**src/rtl/sync_fifo_ctrl.sv**
```systemverilog
// Single-clock FIFO controller with binary wrap-bit pointers, occupancy count,
// almost-full/almost-empty thresholds, sticky overflow/underflow flags and an
// optional first-word-fall-through read port.
//
// Handshake: a write is taken when wr_en=1 and full=0 at the rising edge; a
// read/pop is taken when rd_en=1 and empty=0 at the rising edge. Both are
// judged on the registered state before the edge, so a same-cycle read never
// frees space for a write and a same-cycle write never feeds a read.
module sync_fifo_ctrl #(
    parameter int DATA_WIDTH = 8,
    parameter int ADDR_WIDTH = 4,
    parameter int FWFT       = 0,
    parameter int AF_THRESH  = (1 << ADDR_WIDTH) - 2,
    parameter int AE_THRESH  = 2
) (
    input  logic                  clk,
    input  logic                  rst,
    input  logic                  wr_en,
    input  logic [DATA_WIDTH-1:0] wr_data,
    output logic                  full,
    output logic                  almost_full,
    input  logic                  rd_en,
    output logic [DATA_WIDTH-1:0] rd_data,
    output logic                  rd_valid,
    output logic                  empty,
    output logic                  almost_empty,
    output logic [ADDR_WIDTH:0]   count,
    input  logic                  err_clr,
    output logic                  overflow,
    output logic                  underflow
);

    localparam int DEPTH = 1 << ADDR_WIDTH;
    localparam int CW    = ADDR_WIDTH + 1;

    localparam logic [ADDR_WIDTH:0] L_DEPTH = CW'(DEPTH);
    localparam logic [ADDR_WIDTH:0] L_AF    = CW'(AF_THRESH);
    localparam logic [ADDR_WIDTH:0] L_AE    = CW'(AE_THRESH);
    localparam logic [ADDR_WIDTH:0] L_ONE   = CW'(1);

    logic [DATA_WIDTH-1:0] r_mem [DEPTH];
    logic [ADDR_WIDTH:0]   r_wr_ptr;
    logic [ADDR_WIDTH:0]   r_rd_ptr;
    logic [ADDR_WIDTH:0]   r_count;
    logic                  r_overflow;
    logic                  r_underflow;

    logic                  w_full;
    logic                  w_empty;
    logic                  w_wr_acc;
    logic                  w_rd_acc;
    logic [ADDR_WIDTH-1:0] w_wr_addr;
    logic [ADDR_WIDTH-1:0] w_rd_addr;

    // Status decodes only from the registered count.
    assign w_full       = (r_count == L_DEPTH);
    assign w_empty      = (r_count == '0);
    assign full         = w_full;
    assign empty        = w_empty;
    assign almost_full  = (r_count >= L_AF);
    assign almost_empty = (r_count <= L_AE);
    assign count        = r_count;
    assign overflow     = r_overflow;
    assign underflow    = r_underflow;

    assign w_wr_acc  = wr_en & ~w_full;
    assign w_rd_acc  = rd_en & ~w_empty;
    assign w_wr_addr = r_wr_ptr[ADDR_WIDTH-1:0];
    assign w_rd_addr = r_rd_ptr[ADDR_WIDTH-1:0];

    // Storage: written on accepted writes only, never reset.
    always_ff @(posedge clk) begin
        if (w_wr_acc && !rst) begin
            r_mem[w_wr_addr] <= wr_data;
        end
    end

    // Write and read pointers advance on their accepted transfers.
    always_ff @(posedge clk) begin
        if (rst) begin
            r_wr_ptr <= '0;
            r_rd_ptr <= '0;
        end else begin
            if (w_wr_acc) begin
                r_wr_ptr <= r_wr_ptr + L_ONE;
            end
            if (w_rd_acc) begin
                r_rd_ptr <= r_rd_ptr + L_ONE;
            end
        end
    end

    // Occupancy: +1 on write only, -1 on read only, unchanged otherwise.
    always_ff @(posedge clk) begin
        if (rst) begin
            r_count <= '0;
        end else begin
            case ({w_wr_acc, w_rd_acc})
                2'b10:   r_count <= r_count + L_ONE;
                2'b01:   r_count <= r_count - L_ONE;
                default: r_count <= r_count;
            endcase
        end
    end

    // Sticky error flags; a fresh error in the clearing cycle keeps the flag set.
    always_ff @(posedge clk) begin
        if (rst) begin
            r_overflow  <= 1'b0;
            r_underflow <= 1'b0;
        end else begin
            if (wr_en && w_full) begin
                r_overflow <= 1'b1;
            end else if (err_clr) begin
                r_overflow <= 1'b0;
            end
            if (rd_en && w_empty) begin
                r_underflow <= 1'b1;
            end else if (err_clr) begin
                r_underflow <= 1'b0;
            end
        end
    end

    if (FWFT != 0) begin : g_fwft
        // Head word is always presented; valid whenever the FIFO holds data.
        assign rd_data  = r_mem[w_rd_addr];
        assign rd_valid = ~w_empty;
    end else begin : g_std
        logic [DATA_WIDTH-1:0] r_rd_data;
        logic                  r_rd_valid;

        // Registered read: data lands one cycle after the accepting edge.
        always_ff @(posedge clk) begin
            if (rst) begin
                r_rd_data  <= '0;
                r_rd_valid <= 1'b0;
            end else begin
                r_rd_valid <= w_rd_acc;
                if (w_rd_acc) begin
                    r_rd_data <= r_mem[w_rd_addr];
                end
            end
        end

        assign rd_data  = r_rd_data;
        assign rd_valid = r_rd_valid;
    end

endmodule

```
**config.mk**
```make
export PLATFORM = sky130hd
export DESIGN_NAME = sync_fifo_ctrl
export DESIGN_NICKNAME = d
export VERILOG_FILES = /design/src/rtl/sync_fifo_ctrl.sv
export SDC_FILE = /design/constraint.sdc
export NUM_CORES = 1
export LEC_CHECK = 0
export ABC_AREA = 1
export ABC_CLOCK_PERIOD_IN_PS = 2500
export BUFFER_PORTS_ARGS = -buffer_cell sky130_fd_sc_hd__buf_2
export CAP_MARGIN = 0
export CELL_PAD_IN_SITES_DETAIL_PLACEMENT = 1
export CELL_PAD_IN_SITES_GLOBAL_PLACEMENT = 2
export CORE_MARGIN = 2
export CORE_UTILIZATION = 40
export CTS_CLUSTER_SIZE = 20
export DETAILED_ROUTE_END_ITERATION = 16
export PLACE_DENSITY_LB_ADDON = 0.1
export SLEW_MARGIN = 30
export SYNTH_ARGS = -nofsm -noshare
export SYNTH_HDL_FRONTEND = slang
export SYNTH_SLANG_ARGS = --single-unit
```
**constraint.sdc**
```tcl
create_clock -name clk -period 2.5 [get_ports clk]
set_clock_uncertainty 0.1 [all_clocks]
set_input_delay 0.375 -clock clk [delete_from_list [all_inputs] [get_ports clk]]
set_output_delay 0.375 -clock clk [all_outputs]
set_load 0.01 [all_outputs]
```
==> impl_metrics.toml, run 1 <==
[power_and_ir_drop]
power_density_mw_per_mm2 = 969
p_seq_share_pct = 40.1
pwr-share-comb_pct = 27.2
clkPwrFrac_pct = 32.6
internal_power_uw = 4980
switching_share_pct = 33.1
p_switching_uw = 2460
vdd_drop_max_v = 0.000488
leakagePower_uw = 0.00334

[critical_path]
crit_arrival_ps = 2500
cp.required_ps = 2760
cp-end-kind = "flop"
worstSetupPathType = "reg -> reg"
cp-start-kind = "flop"
crit_fanout = 6

[timing]
min_period_over_period_pct = 89.5
hold_ws_ps = 121
rsz0062_at_grt = "false"
timing.final.hold_violations = 0
setup_viol = 0
slew_violations = 0
worstMarginPinSlew_ps = 765
finalCriticalPeriod_ps = 2240
fin_ws_ps = 262
relSlewSlack_pct = 49.0
fmax_mhz = 447
fin_setup_tns_ps = 0

[global_routing]
track_usage_pct = 20.6
grt_pass1_vias = 4929
antenna_found_initial = 0
gr-total-overflow = 0
grt_start_max_net_pins = 66
grt_pass1_wl_um = 27000

[drt]
viasPerCell = 4.86
drt-total-wl_um = 17400
ant_nets = 0
drt_pass1_iterations = 4
drt-initial-drc-count = 206
drc = 0
wire_per_inst_um = 18.2
vias = 4645

[yosys]
synthesis.nets = 703
synth_area_leaders = "edfxtp_1 57%, nand2_1 12%, dfxtp_1 7.1%"
ys_seq_area_share_pct = 64.3
synthCells = 680
synth_seq_cells = 152
synth_cell_types = 26
synth_warnings = 0
synth_area_sq_mm = 0.00673
synth_top_area_share_pct = 57.1
synth_top_cell_by_area = "edfxtp_1"
syn_avg_cell_area_sq_um = 9.89

[clock_tree]
clk_pin_slew_ps = 60
hold_buffers = 0
clk_path_buf_depth = 2
cts_tree = "done"
cts-buffers-inserted = 17
post-cts-setup-buffers = 0
cts-root-buf = "clkbuf_16"
h-tree-depth = 4
cts.sinks = 152
clock_latency_ps = 420

[die]
io_pins = 33
dieArea_sq_mm = 0.0179
rows = 47
die_h_um = 134
die_w_um = 134
core_sq_mm = 0.0165
initial_utilization_pct = 40.7

[worst_hold_path]
hp-class = "in -> reg"

[layout]
nFillCells = 1878
fin_nets = 748
mostFrequentLayoutCells = "221 x nand2_1, 128 x edfxtp_1, 94 x nand3_1, 88 x inv_1, 39 x nor2_1"
layout_commonest_cell = "nand2_1"
syn_to_final_growth_pct = 14.2
post-route-util_pct = 46.5
drive_gt1_share_pct = 13.6
n_antenna_cell = 0

[run]
cap_violations = 0

[status]
status = "complete, no violations"

[placed_design]
dp_slack_ps = 150
place_congestion = 0.793
io_buffers = 32
dp_hpwl_um = 11100
-- worst paths after layout --
kind                                          endpoint  slack (ps)  depth (start not counted)              startpoint
worst max register to register   count[4]$_SDFFE_PP0P_         260                         12   count[0]$_SDFFE_PP0P_
worst min-delay path            underflow$_SDFFE_PP0P_         120                          3                   rd_en
worst max-delay path             count[4]$_SDFFE_PP0P_         260                         12   count[0]$_SDFFE_PP0P_
worst min register to register  underflow$_SDFFE_PP0P_         370                          2  underflow$_SDFFE_PP0P_
-- cell type report --
cell class                      count  area (sq um)  share of cell area, %
Clock buffer                       20           437                   5.68
Timing Repair Buffer               57           360                   4.69
Tap cell                          220           275                   3.58
Multi-Input combinational cell    402          1820                   23.7
Sequential cell                   152          4330                   56.3
Clock inverter                     10           105                   1.37
Inverter                           95           357                   4.64
-- cell usage after synthesis --
cell type / count
buf_2: 13
clkbuf_1: 4
xor2_1: 3
fa_1: 1
nand4_2: 1
buf_6: 12
buf_1: 1
nand4_1: 1
nor3_2: 1
o31ai_1: 1
o21ai_0: 8
nand2_1: 221
nand3_1: 94
nor3b_2: 2
buf_4: 1
nor2_1: 39
dfxtp_1: 24
inv_2: 7
inv_1: 88
edfxtp_1: 128
nor2_2: 1
a21oi_1: 15
nor3_1: 1
o21bai_1: 1
ha_1: 9
nand2_2: 3
-- flip-flops by register name, indices dropped and copies added (netlist names) --
name and flops:
count 5, overflow 1, r_mem 128, r_rd_ptr 4
r_wr_ptr 4, rd_data 8, rd_valid 1, underflow 1
-- critical path: stages (launching register included) --
cell and delay [ps]:
dfxtp_1 430, inv_1 130, nand4_1 150, nand2_2 110, ha_2 260, fa_1 420, a21oi_1 150, nor2_1 70
nor2_1 80, nand2_1 60, nand2_1 60, nand2_1 40, a21oi_1 110
-- per-layer routing --
layer | GRT usage [%] | vias to the layer above | part of all wire [%]
met5 | 0 | - | 0
met4 | 8.57 | 0 | 2.2
met3 | 3.73 | 29 | 3.5
met2 | 35.2 | 60 | 50
met1 | 26.0 | 2269 | 44
li1 | - | 2287 | -
-- kinds of logic (layout without fill, tap and decap cells) --
logic type | after synthesis | after routing | share of synthesized area (%)
buffers and inverters | 126 | 182 | 8.67
DFF | 152 | 152 | 64.3
adders and majority gates | 10 | 10 | 1.97
and+or+nand+nor | 364 | 364 | 22.7
xor gates and xnor gates | 3 | 3 | 0.391
AOI/OAI and AO/OA | 25 | 25 | 1.93
-- stage by stage --
stage	power, uW	area, sq um	std cells
floorplan	4500	6730	680
global placement	5040	7140	926
detailed placement	5120	7140	926
CTS	7550	7680	956
global route	7890	7680	956
finish	7450	7680	956
-- repair_timing --
action                     4_1_cts  5_1_grt
setup endpoints to repair        0        2
gates resized for setup          0        1
hold endpoints to repair         0        0
-- power groups by stage --
stage          clock (uW)  sequential, uW  combinational (uW)
6_report             2430            2990                2030
5_1_grt              2570            3010                2320
4_1_cts              2470            2990                2090
3_5_place_dp            0            3050                2070
3_3_place_gp            0            3030                2010
2_1_floorplan           0            3080                1430
No activity file was read; power rests on OpenSTA's default activity.
==> run 2: changes to the inputs <==
--- a/config.mk
+++ b/config.mk
@@ -5,16 +5,16 @@
 export SDC_FILE = /design/constraint.sdc
 export NUM_CORES = 1
 export LEC_CHECK = 0
-export ABC_AREA = 1
 export ABC_CLOCK_PERIOD_IN_PS = 2500
 export BUFFER_PORTS_ARGS = -buffer_cell sky130_fd_sc_hd__buf_2
 export CAP_MARGIN = 0
 export CELL_PAD_IN_SITES_DETAIL_PLACEMENT = 1
 export CELL_PAD_IN_SITES_GLOBAL_PLACEMENT = 2
 export CORE_MARGIN = 2
-export CORE_UTILIZATION = 40
+export CORE_UTILIZATION = 44
 export CTS_CLUSTER_SIZE = 20
 export DETAILED_ROUTE_END_ITERATION = 16
+export GPL_TIMING_DRIVEN = 0
 export PLACE_DENSITY_LB_ADDON = 0.1
 export SLEW_MARGIN = 30
 export SYNTH_ARGS = -nofsm -noshare
==> impl_metrics.toml, run 2 <==
[yosys]
synth_seq_cells = 152
yosys_most_used_dff = "edfxtp_1"
synth_area_leaders = "edfxtp_1 63%, mux2i_1 11%, dfxtp_1 7.8%"
synth_most_common_cell = "edfxtp_1"
synth_area_sq_mm = 0.00614
ys_top_cells_by_count = "128 x edfxtp_1, 67 x mux2i_1, 42 x nor2_1"
synth_cell_types = 37
ys_seq_area_share_pct = 70.4
synthCells = 398
synth_top_cell_by_area = "edfxtp_1"
synthesis.nets = 421
synth-edff-count = 128
synth_top_area_share_pct = 62.6
synth_warnings = 0
syn_avg_cell_area_sq_um = 15.4
ys_async_sr_fraction_pct = 0

[drt]
drt_pass1_iterations = 4
top_layer = "met4"
ant_nets = 0
vias = 3571
met1_length_um = 6600
wl_met2_um = 7170
drt-initial-drc-count = 195
drt-total-wl_um = 14700
wire_per_inst_um = 22.7
route.met3.wl_um = 647
viasPerCell = 5.50
drc = 0

[placed_design]
dp_slack_ps = -397
place_congestion = 0.754
io_buffers = 32
dp_hpwl_um = 9770

[timing]
rsz0062_at_grt = "true"
hold_ws_ps = 176
worstMarginPinSlew_ps = 939
fmax_mhz = 378
finalCriticalPeriod_ps = 2640
timing.final.hold_violations = 0
setup_viol = 1
slew_violations = 0
min_period_over_period_pct = 106
fin_ws_ps = -143
relSlewSlack_pct = 37.1
fin_setup_tns_ps = -143

[power_and_ir_drop]
power_uw = 7010
leakagePower_uw = 0.00238
power_density_mw_per_mm2 = 971
vdd_drop_max_v = 0.000769

[layout]
largest_reg_flops = 128
seq_area_sq_mm = 0.00434
syn_to_final_growth_pct = 17.5
fin_nets = 479
drive_gt1_share_pct = 22.8
n_antenna_cell = 0
top_register = "r_mem"
layout_commonest_cell = "edfxtp_1"
nFillCells = 1355
mostFrequentLayoutCells = "128 x edfxtp_1, 67 x mux2i_1, 42 x nor2_1, 41 x buf_2, 32 x o22ai_1"
multi_input_area_sq_mm = 0.00175

[worst_hold_path]
holdPathEnd = "overflow$_SDFFE_PP0P_"
hold_depth = 3
hold_start = "wr_en"
hp-class = "in -> reg"

[clock_tree]
cts-root-buf = "clkbuf_16"
hold_buffers = 0
h-tree-depth = 4
clk_pin_slew_ps = 60
clock_latency_ps = 420
cts.sinks = 152
clk_path_buf_depth = 2
cts-buffers-inserted = 17
cts_tree = "done"

[critical_path]
cp-end-kind = "flop"
r2r-start = "count[0]$_SDFFE_PP0P_"
crit_fanout = 4
rrSetupSlack_ps = -140
cp.required_ps = 2710
worstSetupPathType = "reg -> reg"
crit_arrival_ps = 2850
reg2reg_depth = 8
timing.rr.end = "count[4]$_SDFFE_PP0P_"
cp-start-kind = "flop"

[global_routing]
antenna_found_initial = 0
gr-total-overflow = 0
track_usage_pct = 21.3
grt_start_max_net_pins = 17
grt_pass1_vias = 3768
grt_pass1_wl_um = 22200

[run]
cap_violations = 0

[die]
initial_utilization_pct = 44.6
rows = 43
die_h_um = 122
die_w_um = 122
dieArea_sq_mm = 0.0149
core_sq_mm = 0.0138
io_pins = 33

[status]
status = "finished with violations"
violations = "setup timing"
run 2: changes by cell type after synthesis, moves of 5 or more:
cell      previous run  this run
o22ai_1              0        32
mux2i_1              0        67
nor2b_1              0         5
o21ai_0              8         0
nand3_1             94         1
a211oi_2             0         8
nand3b_1             0         5
a21oi_1             15         6
inv_2                7         1
buf_6               12         1
nor4_1               0         8
inv_1               88         2
nand2_1            221         6
run 2: report_power, final:
| part | internal, uW | switching, uW |
|---|---|---|
| registers | 2910 | 104 |
| clock network | 1510 | 956 |
| logic | 624 | 897 |
| total | 5050 | 1960 |
run 2: logic make-up after synthesis:
logic type               count (synthesis)  share of synthesized area (%)
flip-flops                             152                           70.4
AND/OR/NAND/NOR                         78                           6.23
multiplexers                            68                           11.1
AO/OA/AOI/OAI                           57                           6.82
buffers and inverters                   24                           2.04
adder cells (fa/ha/maj)                 10                           2.16
XOR/XNOR                                 9                           1.28
run 2: layer usage:
layer	global-route usage, %	up-vias
li1	-	1649
met1	27.8	1815
met2	34.2	86
met3	5.95	21
met4	7.76	0
met5	0	-
run 2: critical path, cell delays in order (launching register included):
cell and delay, ps:
dfxtp_4 340, or3_4 410, o21a_4 250, ha_4 180, fa_2 340, a21o_1 190
a21oi_2 150, mux2i_1 230, mux2_2 350
run 2: metrics by stage:
step | utilization [%] | area, sq um | std cells
floorplan | - | 6180 | 398
global placement | 47.6 | 6560 | 610
detailed placement | 47.6 | 6560 | 610
CTS | 52.3 | 7210 | 650
global route | 52.4 | 7220 | 649
finish | 52.4 | 7220 | 649
run 2: layout make-up:
cell class	count	area share, %
Timing Repair Buffer	41	3.15
Clock buffer	23	6.48
Sequential cell	152	60.1
Inverter	3	0.156
Multi-Input combinational cell	222	24.2
Clock inverter	9	1.39
Buffer	19	1.40
Tap cell	180	3.12
run 2: worst max path at each step:
stage | start | endpoint | slack, ps | cells after the start
4_1_cts | count[1]$_SDFFE_PP0P_ | count[4]$_SDFFE_PP0P_ | -290 | 10
3_5_place_dp | count[3]$_SDFFE_PP0P_ | count[4]$_SDFFE_PP0P_ | -400 | 10
2_1_floorplan | count[3]$_SDFFE_PP0P_ | count[4]$_SDFFE_PP0P_ | -260 | 10
6_report | count[0]$_SDFFE_PP0P_ | count[4]$_SDFFE_PP0P_ | -140 | 8
5_1_grt | count[0]$_SDFFE_PP0P_ | count[4]$_SDFFE_PP0P_ | -220 | 8
3_3_place_gp | count[3]$_SDFFE_PP0P_ | count[4]$_SDFFE_PP0P_ | -410 | 10
run 2: repair_timing:
action,4_1_cts,5_1_grt
setup endpoints to repair,2,2
gates resized for setup,6,5
buffers inserted,8,1
pin swaps,3,5
